**src/rtl/gray_conv_arbiter.sv**
```systemverilog
// Shared binary<->Gray conversion engine with a round-robin front end.
// B2G completes in one cycle; G2B resolves one prefix-XOR bit per cycle, MSB first.
module gray_conv_arbiter #(
    parameter int unsigned NREQ = 4,
    parameter int unsigned W    = 8,
    parameter int unsigned IDW  = $clog2(NREQ)
) (
    input  logic              clk,
    input  logic              rst,
    input  logic [NREQ-1:0]   req_valid,
    input  logic [NREQ-1:0]   req_mode,
    input  logic [NREQ*W-1:0] req_data,
    output logic [NREQ-1:0]   req_ready,
    output logic              out_valid,
    input  logic              out_ready,
    output logic [W-1:0]      out_data,
    output logic [IDW-1:0]    out_id,
    output logic              out_mode
);
    localparam int unsigned KW = $clog2(W);

    typedef enum logic [1:0] {StIdle, StB2g, StG2b, StDone} state_e;

    state_e         state_q, state_d;
    logic [IDW-1:0] ptr_q, ptr_d;
    logic [IDW-1:0] id_q, id_d;
    logic [W-1:0]   op_q, op_d;
    logic [W-1:0]   res_q, res_d;
    logic           mode_q, mode_d;
    logic [KW-1:0]  k_q, k_d;

    logic           found;
    logic [IDW-1:0] win;
    logic [IDW-1:0] idx;
    logic [W-1:0]   sel_data;

    // NREQ is a power of two, so the IDW-bit add wraps the search naturally.
    always_comb begin
        found = 1'b0;
        win   = '0;
        idx   = '0;
        for (int unsigned o = 0; o < NREQ; o++) begin
            idx = ptr_q + IDW'(o);
            if (!found && req_valid[idx]) begin
                found = 1'b1;
                win   = idx;
            end
        end
    end

    always_comb begin
        sel_data = '0;
        for (int unsigned i = 0; i < NREQ; i++) begin
            if (win == IDW'(i)) begin
                sel_data = req_data[W*i +: W];
            end
        end
    end

    always_comb begin
        state_d   = state_q;
        ptr_d     = ptr_q;
        id_d      = id_q;
        op_d      = op_q;
        res_d     = res_q;
        mode_d    = mode_q;
        k_d       = k_q;
        req_ready = '0;
        unique case (state_q)
            StIdle: begin
                if (found) begin
                    req_ready[win] = 1'b1;
                    op_d   = sel_data;
                    id_d   = win;
                    mode_d = req_mode[win];
                    ptr_d  = win + IDW'(1);
                    if (req_mode[win]) begin
                        res_d   = {sel_data[W-1], res_q[W-2:0]};
                        k_d     = KW'(W - 2);
                        state_d = StG2b;
                    end else begin
                        state_d = StB2g;
                    end
                end
            end
            StB2g: begin
                res_d   = op_q ^ (op_q >> 1);
                state_d = StDone;
            end
            StG2b: begin
                res_d[k_q] = res_q[k_q + KW'(1)] ^ op_q[k_q];
                k_d        = k_q - KW'(1);
                if (k_q == '0) begin
                    state_d = StDone;
                end
            end
            StDone: begin
                if (out_ready) begin
                    state_d = StIdle;
                end
            end
            default: state_d = StIdle;
        endcase
    end

    always_ff @(posedge clk) begin
        if (rst) begin
            state_q <= StIdle;
            ptr_q   <= '0;
            id_q    <= '0;
            op_q    <= '0;
            res_q   <= '0;
            mode_q  <= 1'b0;
            k_q     <= '0;
        end else begin
            state_q <= state_d;
            ptr_q   <= ptr_d;
            id_q    <= id_d;
            op_q    <= op_d;
            res_q   <= res_d;
            mode_q  <= mode_d;
            k_q     <= k_d;
        end
    end

    assign out_valid = (state_q == StDone);
    assign out_data  = res_q;
    assign out_id    = id_q;
    assign out_mode  = mode_q;

endmodule

```
**config.mk**
```make
export PLATFORM = sky130hd
export DESIGN_NAME = gray_conv_arbiter
export DESIGN_NICKNAME = d
export VERILOG_FILES = /design/src/rtl/gray_conv_arbiter.sv
export SDC_FILE = /design/constraint.sdc
export NUM_CORES = 1
export LEC_CHECK = 0
export BUFFER_PORTS_ARGS = -buffer_cell sky130_fd_sc_hd__buf_2
export CORE_ASPECT_RATIO = 2
export CORE_MARGIN = 5
export CORE_UTILIZATION = 53
export CTS_CLUSTER_DIAMETER = 30
export CTS_CLUSTER_SIZE = 14
export DETAILED_ROUTE_END_ITERATION = 16
export PLACE_DENSITY = 0.91
export SLEW_MARGIN = 20
export SYNTH_ARGS = -nofsm -noshare
export SYNTH_HDL_FRONTEND = slang
export SYNTH_SLANG_ARGS = --single-unit
```
**constraint.sdc**
```tcl
create_clock -name clk -period 2.9 [get_ports clk]
set_input_delay 0.145 -clock clk [delete_from_list [all_inputs] [get_ports clk]]
set_output_delay 0.145 -clock clk [all_outputs]
set_load 0.01 [all_outputs]
```
# After elaboration in Yosys (flattened, before gate mapping)
# Cells that the tools add are included.
dict set report word_totals {
  input_bits 43
  out_inout_bits 16
  wordCells 99
  register_bits 26
}
dict set report classes {
  reduce_logical 19
  n_bitwise 3
  n_lt_le_gt_ge 9
  add_sub_neg 6
  n_mux 44
  eq_ne 10
}
# cell count
set op_table {}
lappend op_table {{8-bit 2-to-1 mux} 6}
lappend op_table {{8-bit one-hot mux with 3 select lines} 1}
lappend op_table {{2-bit 2-to-1 mux} 8}
lappend op_table {{2-bit by 3-bit less-than comparator with 1-bit output, second input constant} 5}
lappend op_table {{1-bit 2-to-1 mux} 13}
lappend op_table {{1-bit binary-select mux with 2-bit select} 5}
lappend op_table {{3-bit AND reduction} 3}
lappend op_table {{8-bit bitwise mux} 1}
lappend op_table {{2-bit == test, second input constant} 4}
lappend op_table {{3-bit by 4-bit less-than comparator with 1-bit output, second input constant} 2}
lappend op_table {{4-bit 2-to-1 mux} 2}
lappend op_table {{2-bit one-hot mux with 4 select lines} 1}
lappend op_table {{8-bit by 7-bit XOR with 8-bit output} 1}
lappend op_table {{1-bit binary-select mux with 3-bit select} 2}
lappend op_table {{3-bit 2-to-1 mux} 2}
lappend op_table {{2-bit != test, second input constant} 3}
lappend op_table {{3-bit one-hot mux with 2 select lines} 1}
lappend op_table {{1-bit logical AND} 5}
lappend op_table {{2-bit by 1-bit adder with 2-bit output, second input constant} 2}
lappend op_table {{2-bit adder, second input constant} 2}
lappend op_table {{2-bit by 1-bit == test with 1-bit output, second input constant} 2}
lappend op_table {{2-bit logical NOT} 2}
lappend op_table {{2-bit AND reduction} 2}
lappend op_table {{2-bit nonzero test} 2}
lappend op_table {{other kinds (12)} 14}

# Longest topological paths before layout
# Gate-level depths: netlist of run 1.
dict set report logic_depth {
  word_depth 20
  depth_mapped 13
  mapped_depth_nobuf 11
}

# Least setup slack after synthesis of run 1
# Ideal clock, no wire load.
dict set report synth_path {
  kind {reg2reg}
  start {register k_q[1]}
  end {register res_q[4], in the netlist out_data[4]}
  t_required_ps 2770
  n_path_buf 1
  path_slack_ps 258
  t_arrival_ps 2512
  stages_incl_launch_ff 10
  setup_time_ps 130
  cell_sequence {dfxtp_1 -> clkbuf_1 -> inv_1 -> ha_1 -> mux4_2 -> xnor2_1 -> o22ai_1 -> a211o_1 -> o221ai_1 -> o21ai_1}
}
dict set report synth_via {
  elab_chain_len 6
  elab_cells_between_ends 13
  cone_classes {1 x add/sub; 2 x order compare; 8 x mux; 1 x bitwise; 1 x reduce/logical}
}
# item line_no
set synth_rtl {}
lappend synth_rtl {{start: declaration} 30} ;# logic [KW-1:0] k_q, k_d;
lappend synth_rtl {{start signal: assignment} 122} ;# k_q <= k_d;
lappend synth_rtl {{3-bit by 1-bit adder with 3-bit output (tied with other cells)} 91} ;# res_d[k_q] = res_q[k_q + KW'(1)] ^ op_q[k_q];
lappend synth_rtl {{1-bit binary-select mux with 3-bit select / 1-bit logical AND (equally long branches)} 91}
lappend synth_rtl {{1-bit 2-to-1 mux (implied by the code)} 91}
lappend synth_rtl {{1-bit XOR / 1-bit demux with 3-bit select (equally long branches)} 91}
lappend synth_rtl {{8-bit bitwise mux (*)} 91}
lappend synth_rtl {{8-bit one-hot mux with 3 select lines (*)} 69} ;# unique case (state_q)
lappend synth_rtl {{end signal: assignment} 120} ;# res_q <= res_d;
lappend synth_rtl {{end: declaration} 28} ;# logic [W-1:0] res_q, res_d;
# Mark *: on every way between the ends. The rest lies on a longest branch, timed or not. The select of a mux whose other input is x is not followed.
# A chain may end at the register's enable or synchronous reset.

# Worst setup path in the final report of run 1
dict set report layout_path {
  start {register ptr_q[1]}
  end {output port req_ready[3]}
}
dict set report layout_via {
  elab_chain_len 18
  elab_cells_between_ends 32
  cone_classes {3 x add/sub; 2 x order compare; 20 x mux; 7 x reduce/logical}
}
# item line_no
set layout_rtl {}
lappend layout_rtl {{start: declaration} 25} ;# logic [IDW-1:0] ptr_q, ptr_d;
lappend layout_rtl {{start signal: assignment} 117} ;# ptr_q <= ptr_d;
lappend layout_rtl {{branches (longest 11 deep; another with 2-bit by 1-bit adder with 2-bit output)} n/a}
lappend layout_rtl {{2-bit 2-to-1 mux (*)} 44} ;# if (!found && req_valid[idx]) begin
lappend layout_rtl {{net win[0]} 33} ;# logic [IDW-1:0] win;
lappend layout_rtl {{2-bit by 3-bit less-than comparator with 1-bit output (implied by the code) / 2-bit by 1-bit >= comparator with 1-bit output (equally long branches)} 72} ;# req_ready[win] = 1'b1;
lappend layout_rtl {{1-bit logical AND (implied by the code)} 72}
lappend layout_rtl {{1-bit 2-to-1 mux (implied by the code)} 72}
lappend layout_rtl {{1-bit demux with 2-bit select (*)} 72}
lappend layout_rtl {{4-bit 2-to-1 mux (*)} 71} ;# if (found) begin
lappend layout_rtl {{4-bit 2-to-1 mux (*)} 69}
lappend layout_rtl {{end: declaration} 13} ;# output logic [NREQ-1:0] req_ready,
# Mark *: on every way through the listed nets, which the timed path passes. The select of a mux whose other input is x is not followed.

==> results.toml, run 1 <==
[clock_network]
cts_buffers = 3
clockRootBuffer = "clkbuf_8"
clk_pin_slew_ps = 90
clock-sinks = 26
cts_tree = "done"
clk_latency_ps = 270
clockBufferDepth = 2
htreeDepth = 1

[critical_path]
cp_slowest_cell = "or3_1"
worst_setup_path_end_kind = "output port"
crit_path_max_incr_delay_ps = 510
worstSetupPathType = "reg2out"
worst_ep_required_time_ps = 2760
crit_chain = "mux2i_1 > nor2_1 > or3_1 > clkinv_4 > ha_1 > and2_1 > buf_2"
arrival_ps = 2470
worstPathMaxFanout = 17
worstSetupStartpointType = "flop"

[grt]
grt_overflow = 0
grt_max_degree = 25
antenna_found_initial = 0
grt_pass1_wl_um = 10400
track_usage_pct = 22.7
grt_pass1_vias = 2354

[sta]
clock_skew_ps = 5.10
fmax_ghz = 0.382
setup_viol = 0
worst_pin_slew_ps = 582
fin_crit_ps = 2620
slew_viol_final = 0
period_share_pct = 90.3
grt_setup_unrepaired = "false"
hold_violations = 0
fin_tns_setup_ps = 0
setup_slack_ps = 281
max_slew_margin_pct = 60.8

[floorplanning]
rows = 33
ioPinCount = 59
fp.dieArea_sq_um = 5570
start_util_pct = 53.9
chipHeight_um = 101
die_w_um = 55.3
coreArea_sq_um = 4050

[cells_and_area]
n_fill_cell = 385
multi_input_area_sq_um = 1540
final_util_pct = 63.2
antenna_cells = 0
fin_cells = 377
syn_to_final_growth_pct = 17.3
regArea_sq_um = 520
drive_above_1_share_pct = 26.2
nets = 380

[placed_design]
place.gp.congestion = 1.07
port-buffer-count = 58
placedCellCount = 373
hpwl_um = 4940
post-place-ws_ps = 304

[routing]
finalWirelength_um = 6390
drt_iter0_drc = 100
vias = 2332
routedWlPerCell_um = 16.9
ant_nets = 0
viasPerCell = 6.19
dr.pass1.iters = 7
drc = 0

[synth]
yosys_register_bits = 26
ys_seq_area_share_pct = 23.9
synth_edf_count = 0
synthCells = 273
synth_warnings = 0
synthFlopType = "dfxtp_1"
ys_types = 57
synth.avg_cell_area_sq_um = 7.98
synth_top_area_cell = "dfxtp_1"
synth_area_sq_um = 2180
synth_nets = 327
ys_async_sr_fraction_pct = 0
synth_area_leaders = "dfxtp_1 (24%), ha_1 (6.3%), a21oi_1 (4.8%), nor2b_1 (4.3%), nor2_1 (3.8%)"
yosys.area.top_type_share_pct = 23.9

[power_and_ir_drop]
powerDensity_nw_per_um2 = 959
ir_drop_mv = 0.542
leakage_nw = 1.08

[worst_hold_path]
hold_path_class = "in2reg"

[status]
status = "completed"

[job]
max_cap_violations = 0
synth_stat cells (3+ instances only):
master and number:
mux4_2 3, nor2_1 22, o211ai_1 3, xor2_1 7, a21oi_1 21, a211oi_1 6
nor3_1 13, and3b_1 3, o22ai_1 5, inv_1 10, mux2i_1 6, ha_1 11
nand2_1 21, clkbuf_1 12, o21ai_1 4, nor2b_1 15, dfxtp_1 26, nor4_1 4
o221ai_1 3, nand2b_1 5, nand3b_1 6, and2_1 5, o21ai_0 11, nand3_1 3
a221oi_1 6
repair_timing:
action / in CTS / in global routing
setup buffers: 0 / 0
endpoints found under the setup margin: 0 / 1
resized for setup: 0 / 1
hold buffers: 0 / 0
cell usage in the layout, fill, tap and decap left out, types with 3 or more instances in the layout:
master and n:
buf_2 58, dfxtp_1 26, nor2_1 22, nand2_1 21, a21oi_1 21, nor2b_1 14, nor3_1 13, o21ai_0 11
ha_1 11, inv_1 10, xor2_1 7, mux2i_1 6, a221oi_1 6, a211oi_1 6, nand3b_1 6, nand2b_1 5
and2_1 5, o22ai_1 5, buf_4 5, nor4_1 4, o21ai_1 4, clkbuf_8 4, nand3_1 3, mux4_2 3
and3b_1 3, o221ai_1 3, o211ai_1 3
critical path, delay by kind of cell, from the launching register on:
family,cells,cell delay (ps)
AND/OR/NAND/NOR,3,770
buffers and inverters,2,270
flip-flops,1,420
multiplexers,1,230
adder cells (fa/ha/maj),1,510
metrics by stage:
step | hold slack [ps] | cell area [sq um] | total power [mW]
6_report | 158 | 2560 | 2.45
5_1_grt | 192 | 2560 | 2.64
4_1_cts | 165 | 2550 | 2.43
3_5_place_dp | 447 | 2500 | 2.18
3_3_place_gp | 439 | 2500 | 2.13
2_1_floorplan | 243 | 2180 | 1.78
power breakdown:
part	switching, mW	internal [mW]
clock network	0.115	0.122
registers	0.159	0.488
logic	0.920	0.649
total	1.19	1.26
registers in the layout, indices dropped and copies added (netlist names):
| register | flops |
|---|---|
| out_mode | 1 |
| op_q | 8 |
| ptr_q | 2 |
| out_id | 2 |
| k_q | 3 |
| state_q | 2 |
| out_data | 8 |
routing by layer:
metal | up-vias | wire [um] | GRT usage [%]
met3 | 28 | 297 | 2.56
met2 | 101 | 3470 | 43.8
li1 | 1113 | - | -
met1 | 1090 | 2300 | 22.0
met4 | 0 | 321 | 14.6
met5 | - | 0 | 0
kinds of logic after synthesis:
group                    share of synthesized area, %
AND/OR/NAND/NOR                                  27.1
flip-flops                                       23.9
XOR/XNOR                                         3.62
adder cells (fa/ha/maj)                          6.31
AO/OA/AOI/OAI                                    26.8
buffers and inverters                            5.45
multiplexers                                     6.89
final cells by class:
| cell class | count | area share [%] |
|---|---|---|
| well taps | 52 | 2.54 |
| multi-input cells | 221 | 60.3 |
| flip-flops and latches | 26 | 20.4 |
| inverters | 11 | 1.81 |
| clock buffers | 4 | 2.15 |
| repair buffers | 63 | 12.8 |
worst paths after layout:
path | start | end | slack, ps | cells after the start
setup reg to reg | k_q[0] | out_data[2] | 300 | 8
hold reg to reg | out_id[0] | out_id[0] | 460 | 2
setup / recovery | ptr_q[1] | req_ready[3] | 280 | 7
hold / removal | req_data[29] | op_q[5] | 160 | 3
(Power assumes the default switching activity.)
==> run 2, diff against run 1 <==
- RECOVER_POWER: unset -> 25
==> results.toml, run 2 (synthesized netlist as in run 1, its figures left out) <==
[placed_design]
place.gp.congestion = 1.07
hpwl_um = 4940
port-buffer-count = 58
post-place-ws_ps = 304

[sta]
setup_slack_ps = 273
fin_crit_ps = 2630
fin_tns_setup_ps = 0
worst_pin_slew_ps = 567
max_slew_margin_pct = 61.8
period_share_pct = 90.6
hold_violations = 0
slew_viol_final = 0
clock_skew_ps = 6.97
setup_viol = 0
grt_setup_unrepaired = "false"
fmax_ghz = 0.381

[floorplanning]
rows = 33
chipHeight_um = 101
die_w_um = 55.3
fp.dieArea_sq_um = 5570
coreArea_sq_um = 4050
ioPinCount = 59
start_util_pct = 53.9

[cells_and_area]
drive_above_1_share_pct = 23.1
syn_to_final_growth_pct = 16.8
nets = 380
final_cell_mix = "buf_2 (48), dfxtp_1 (26), nor2_1 (22)"
antenna_cells = 0
n_fill_cell = 382
multi_input_area_sq_um = 1540
regArea_sq_um = 520
layout_commonest_cell = "buf_2"

[grt]
grt_pass1_wl_um = 10400
grt_pass1_vias = 2354
grt_overflow = 0
grt_max_degree = 25
grt-busiest-layer = "met2"
antenna_found_initial = 0
track_usage_pct = 22.7
grt_use_met1_pct = 22.0
use_met3_pct = 2.56
met2_usage_pct = 43.8

[critical_path]
worstSetupStartpoint = "k_q[0]"
worst_ep_required_time_ps = 3050
worstReg2RegStart = "k_q[0]"
r2r-end = "out_data[2]"
r2r_cells = 8
worstSetupPathType = "reg2reg"
worst_setup_path_end_kind = "flop"
worstPathMaxFanout = 7
arrival_ps = 2780
worstSetupStartpointType = "flop"
r2r_slack_ps = 270

[routing]
dr.pass1.iters = 6
drt_iter0_drc = 90
drc = 0
vias = 2335
finalWirelength_um = 6400
viasPerCell = 6.19
routedWlPerCell_um = 17.0
ant_nets = 0

[power_and_ir_drop]
powerDensity_nw_per_um2 = 963
leakage_nw = 1.04
ir_drop_mv = 0.541

[clock_network]
clock-sinks = 26
clk_pin_slew_ps = 90
post-cts-setup-buffer-count = 0
clockBufferDepth = 2
cts_buffers = 3
clockRootBuffer = "clkbuf_8"
htreeDepth = 1
cts_tree = "done"
clk_latency_ps = 280

[worst_hold_path]
min-delay-start = "req_data[29]"
hold_path_depth = 3
hold_path_class = "in2reg"
whs_endpoint = "op_q[5]"

[status]
status = "completed"

[job]
max_cap_violations = 0
==> run 2: cell types whose count changed in the layout (fill, tap and decap cells not counted) <==
cell / delta
buf_2: -10
clkbuf_1: +10
==> run 2: through the flow <==
step,utilization (%),hold WS [ps],instances,area [sq um],power [mW]
final,62.9,155,377,2540,2.45
after global routing,62.9,192,377,2540,2.63
after CTS,63.1,165,377,2550,2.43
after detailed placement,61.8,447,373,2500,2.18
after global placement,61.8,439,373,2500,2.13
after floorplan,-,243,273,2180,1.78
==> run 2: worst max path at each step <==
stage	slack, ps	end
final	270	out_data[2]
after global routing	90	out_data[7]
after floorplan	260	out_data[4]
after detailed placement	300	out_data[7]
after global placement	360	out_data[7]
after CTS	280	out_data[7]
==> run 2: area by class of cell <==
type	count	area share, %
tap	52	2.56
sequential	26	20.5
inverter	11	1.82
timing repair buffer	63	12.4
clock buffer	4	2.16
multi-input combinational	221	60.6
==> run 2: worst max-delay path, stage by stage, from the launching register on <==
cell      delay [ps]
dfxtp_1          340
inv_1            120
ha_1             430
mux4_2           570
xnor2_1          190
o22ai_1          180
a211o_1          340
o221ai_1         240
o21ai_1          100
==> run 2: layer usage <==
layer,wire (um),up-vias,share of wire [%]
met4,314,0,4.9
met1,2280,1072,36
met2,3450,118,54
met5,0,-,0
li1,-,1114,-
met3,352,31,5.5
==> run 2: power breakdown <==
group	internal, mW	switching, mW	total [mW]
clock network	0.122	0.119	0.241
logic	0.641	0.923	1.56
registers	0.488	0.158	0.647
==> run 2: repair_timing <==
action	CTS	global route
endpoints found under the hold margin	0	0
setup endpoints to repair	0	1
hold buffers	0	0
resized for setup	0	1
==> run 3, diff against run 2 <==
- CELL_PAD_IN_SITES_DETAIL_PLACEMENT: unset -> 2
- CELL_PAD_IN_SITES_GLOBAL_PLACEMENT: unset -> 2
- CORE_UTILIZATION: 53 -> 30
==> results.toml, run 3 (synthesized netlist as in run 1, its figures left out) <==
[routing]
drc = 0
viasPerCell = 5.74
drt_iter0_drc = 95
ant_nets = 0
dr.pass1.iters = 4
vias = 2389
finalWirelength_um = 8860
routedWlPerCell_um = 21.3

[placed_design]
placedCellCount = 413
place.gp.congestion = 0.943
port-buffer-count = 58
hpwl_um = 6950
post-place-ws_ps = 48.4
place_area_sq_um = 2550

[critical_path]
arrival_ps = 2930
worst_setup_path_end_kind = "flop"
cp_slowest_cell = "dfxtp_1"
crit_path_max_incr_delay_ps = 400
r2r_cells = 11
worst_ep_required_time_ps = 3100
worstReg2RegStart = "ptr_q[0]"
worstSetupPathType = "reg2reg"
r2r_slack_ps = 170
worstSetupStartpointType = "flop"
r2r-end = "out_data[7]"
worstPathMaxFanout = 5
crit_chain = "and2b_1 > a311oi_2 > nor2_1 > inv_1 > ha_1 > nor2b_4 > a221oi_1 > o31a_1 > mux2i_1 > o31ai_1 > o21ai_1"

[cells_and_area]
n_fill_cell = 877
design_area_sq_um = 2620
layout_commonest_cell = "buf_2"
antenna_cells = 0
syn_to_final_growth_pct = 20.2
nets = 380
final_cell_mix = "buf_2 (48), dfxtp_1 (26), nor2_1 (22)"
final_util_pct = 36.6
fin_cells = 416
drive_above_1_share_pct = 22.8

[clock_network]
cts_tree = "done"
clockRootBuffer = "clkbuf_16"
clk_latency_ps = 260
cts_buffers = 3
htreeDepth = 1
clockBufferDepth = 2
clk_pin_slew_ps = 70
clock-sinks = 26

[power_and_ir_drop]
ir_drop_mv = 0.538
clockPowerShare_pct = 12.2
leakage_nw = 1.05
power_mw = 2.66
seqPwrFrac_pct = 25.9
powerDensity_nw_per_um2 = 1020
swShare_pct = 50.6
combPwrFrac_pct = 61.9
p_int_mw = 1.32
p_sw_mw = 1.35

[sta]
timing.hold.ws_ps = 207
slew_viol_final = 0
setup_slack_ps = 171
fin_tns_setup_ps = 0
fin_crit_ps = 2730
fmax_ghz = 0.366
setup_viol = 0
hold_violations = 0
worst_pin_slew_ps = 615
period_share_pct = 94.1
clock_skew_ps = 2.15
max_slew_margin_pct = 57.9

[floorplanning]
die_w_um = 70.3
coreArea_sq_um = 7160
chipHeight_um = 131
rows = 44
start_util_pct = 30.5
ioPinCount = 59
fp.dieArea_sq_um = 9170

[grt]
grt_pass1_vias = 2761
grt_max_degree = 25
track_usage_pct = 19.3
antenna_found_initial = 0
grt_pass1_wl_um = 14000
grt_overflow = 0

[worst_hold_path]
min-delay-start = "req_data[29]"
whs_endpoint = "op_q[5]"
hold_path_depth = 3
hold_path_class = "in2reg"

[job]
max_cap_violations = 0

[status]
status = "completed"
run 3: changes by cell type in the layout (fill, tap and decap cells not counted), sizes merged:
cell | previous run | this run
clkbuf | 14 | 13
run 3: final cells by class:
type / count / area [sq um] / share of cell area [%]
Sequential cell: 26 / 520 / 19.9
Inverter: 11 / 46.3 / 1.77
Timing Repair Buffer: 63 / 315 / 12.0
Tap cell: 92 / 115 / 4.39
Multi-Input combinational cell: 221 / 1550 / 59.1
Clock buffer: 3 / 75.1 / 2.87
run 3: what timing repair did:
item                       in CTS  in global routing
hold buffers                    0                  0
setup endpoints to repair       0                  2
buffers inserted                0                  0
resized for setup               0                  2
run 3: critical path, delay by kind of cell, from the launching register on:
family          cells  cell delay, ps
buf+inv             1             130
compound gates      5            1020
simple gates        3             640
mux                 1             170
fa+ha+maj           1             310
flops               1             400
run 3: worst max path at each step:
stage | startpoint | end | depth (start not counted)
floorplan | k_q[1] | out_data[4] | 9
CTS | ptr_q[0] | out_data[7] | 11
global placement | ptr_q[0] | out_data[7] | 11
global route | ptr_q[0] | out_data[7] | 11
detailed placement | ptr_q[0] | out_data[7] | 11
finish | ptr_q[0] | out_data[7] | 11
run 3: per-layer routing:
metal | track usage (%) | routed length (um)
met4 | 10.4 | 401
met1 | 20.6 | 3420
met5 | 0 | 0
met2 | 36.5 | 4740
met3 | 2.07 | 300
run 3: power groups by stage:
stage | Clock, mW | Combinational (mW) | Sequential (mW)
6_report | 0.325 | 1.65 | 0.691
3_3_place_gp | 0 | 1.52 | 0.667
3_5_place_dp | 0 | 1.63 | 0.695
2_1_floorplan | 0 | 1.15 | 0.635
5_1_grt | 0.344 | 1.80 | 0.705
4_1_cts | 0.329 | 1.65 | 0.685
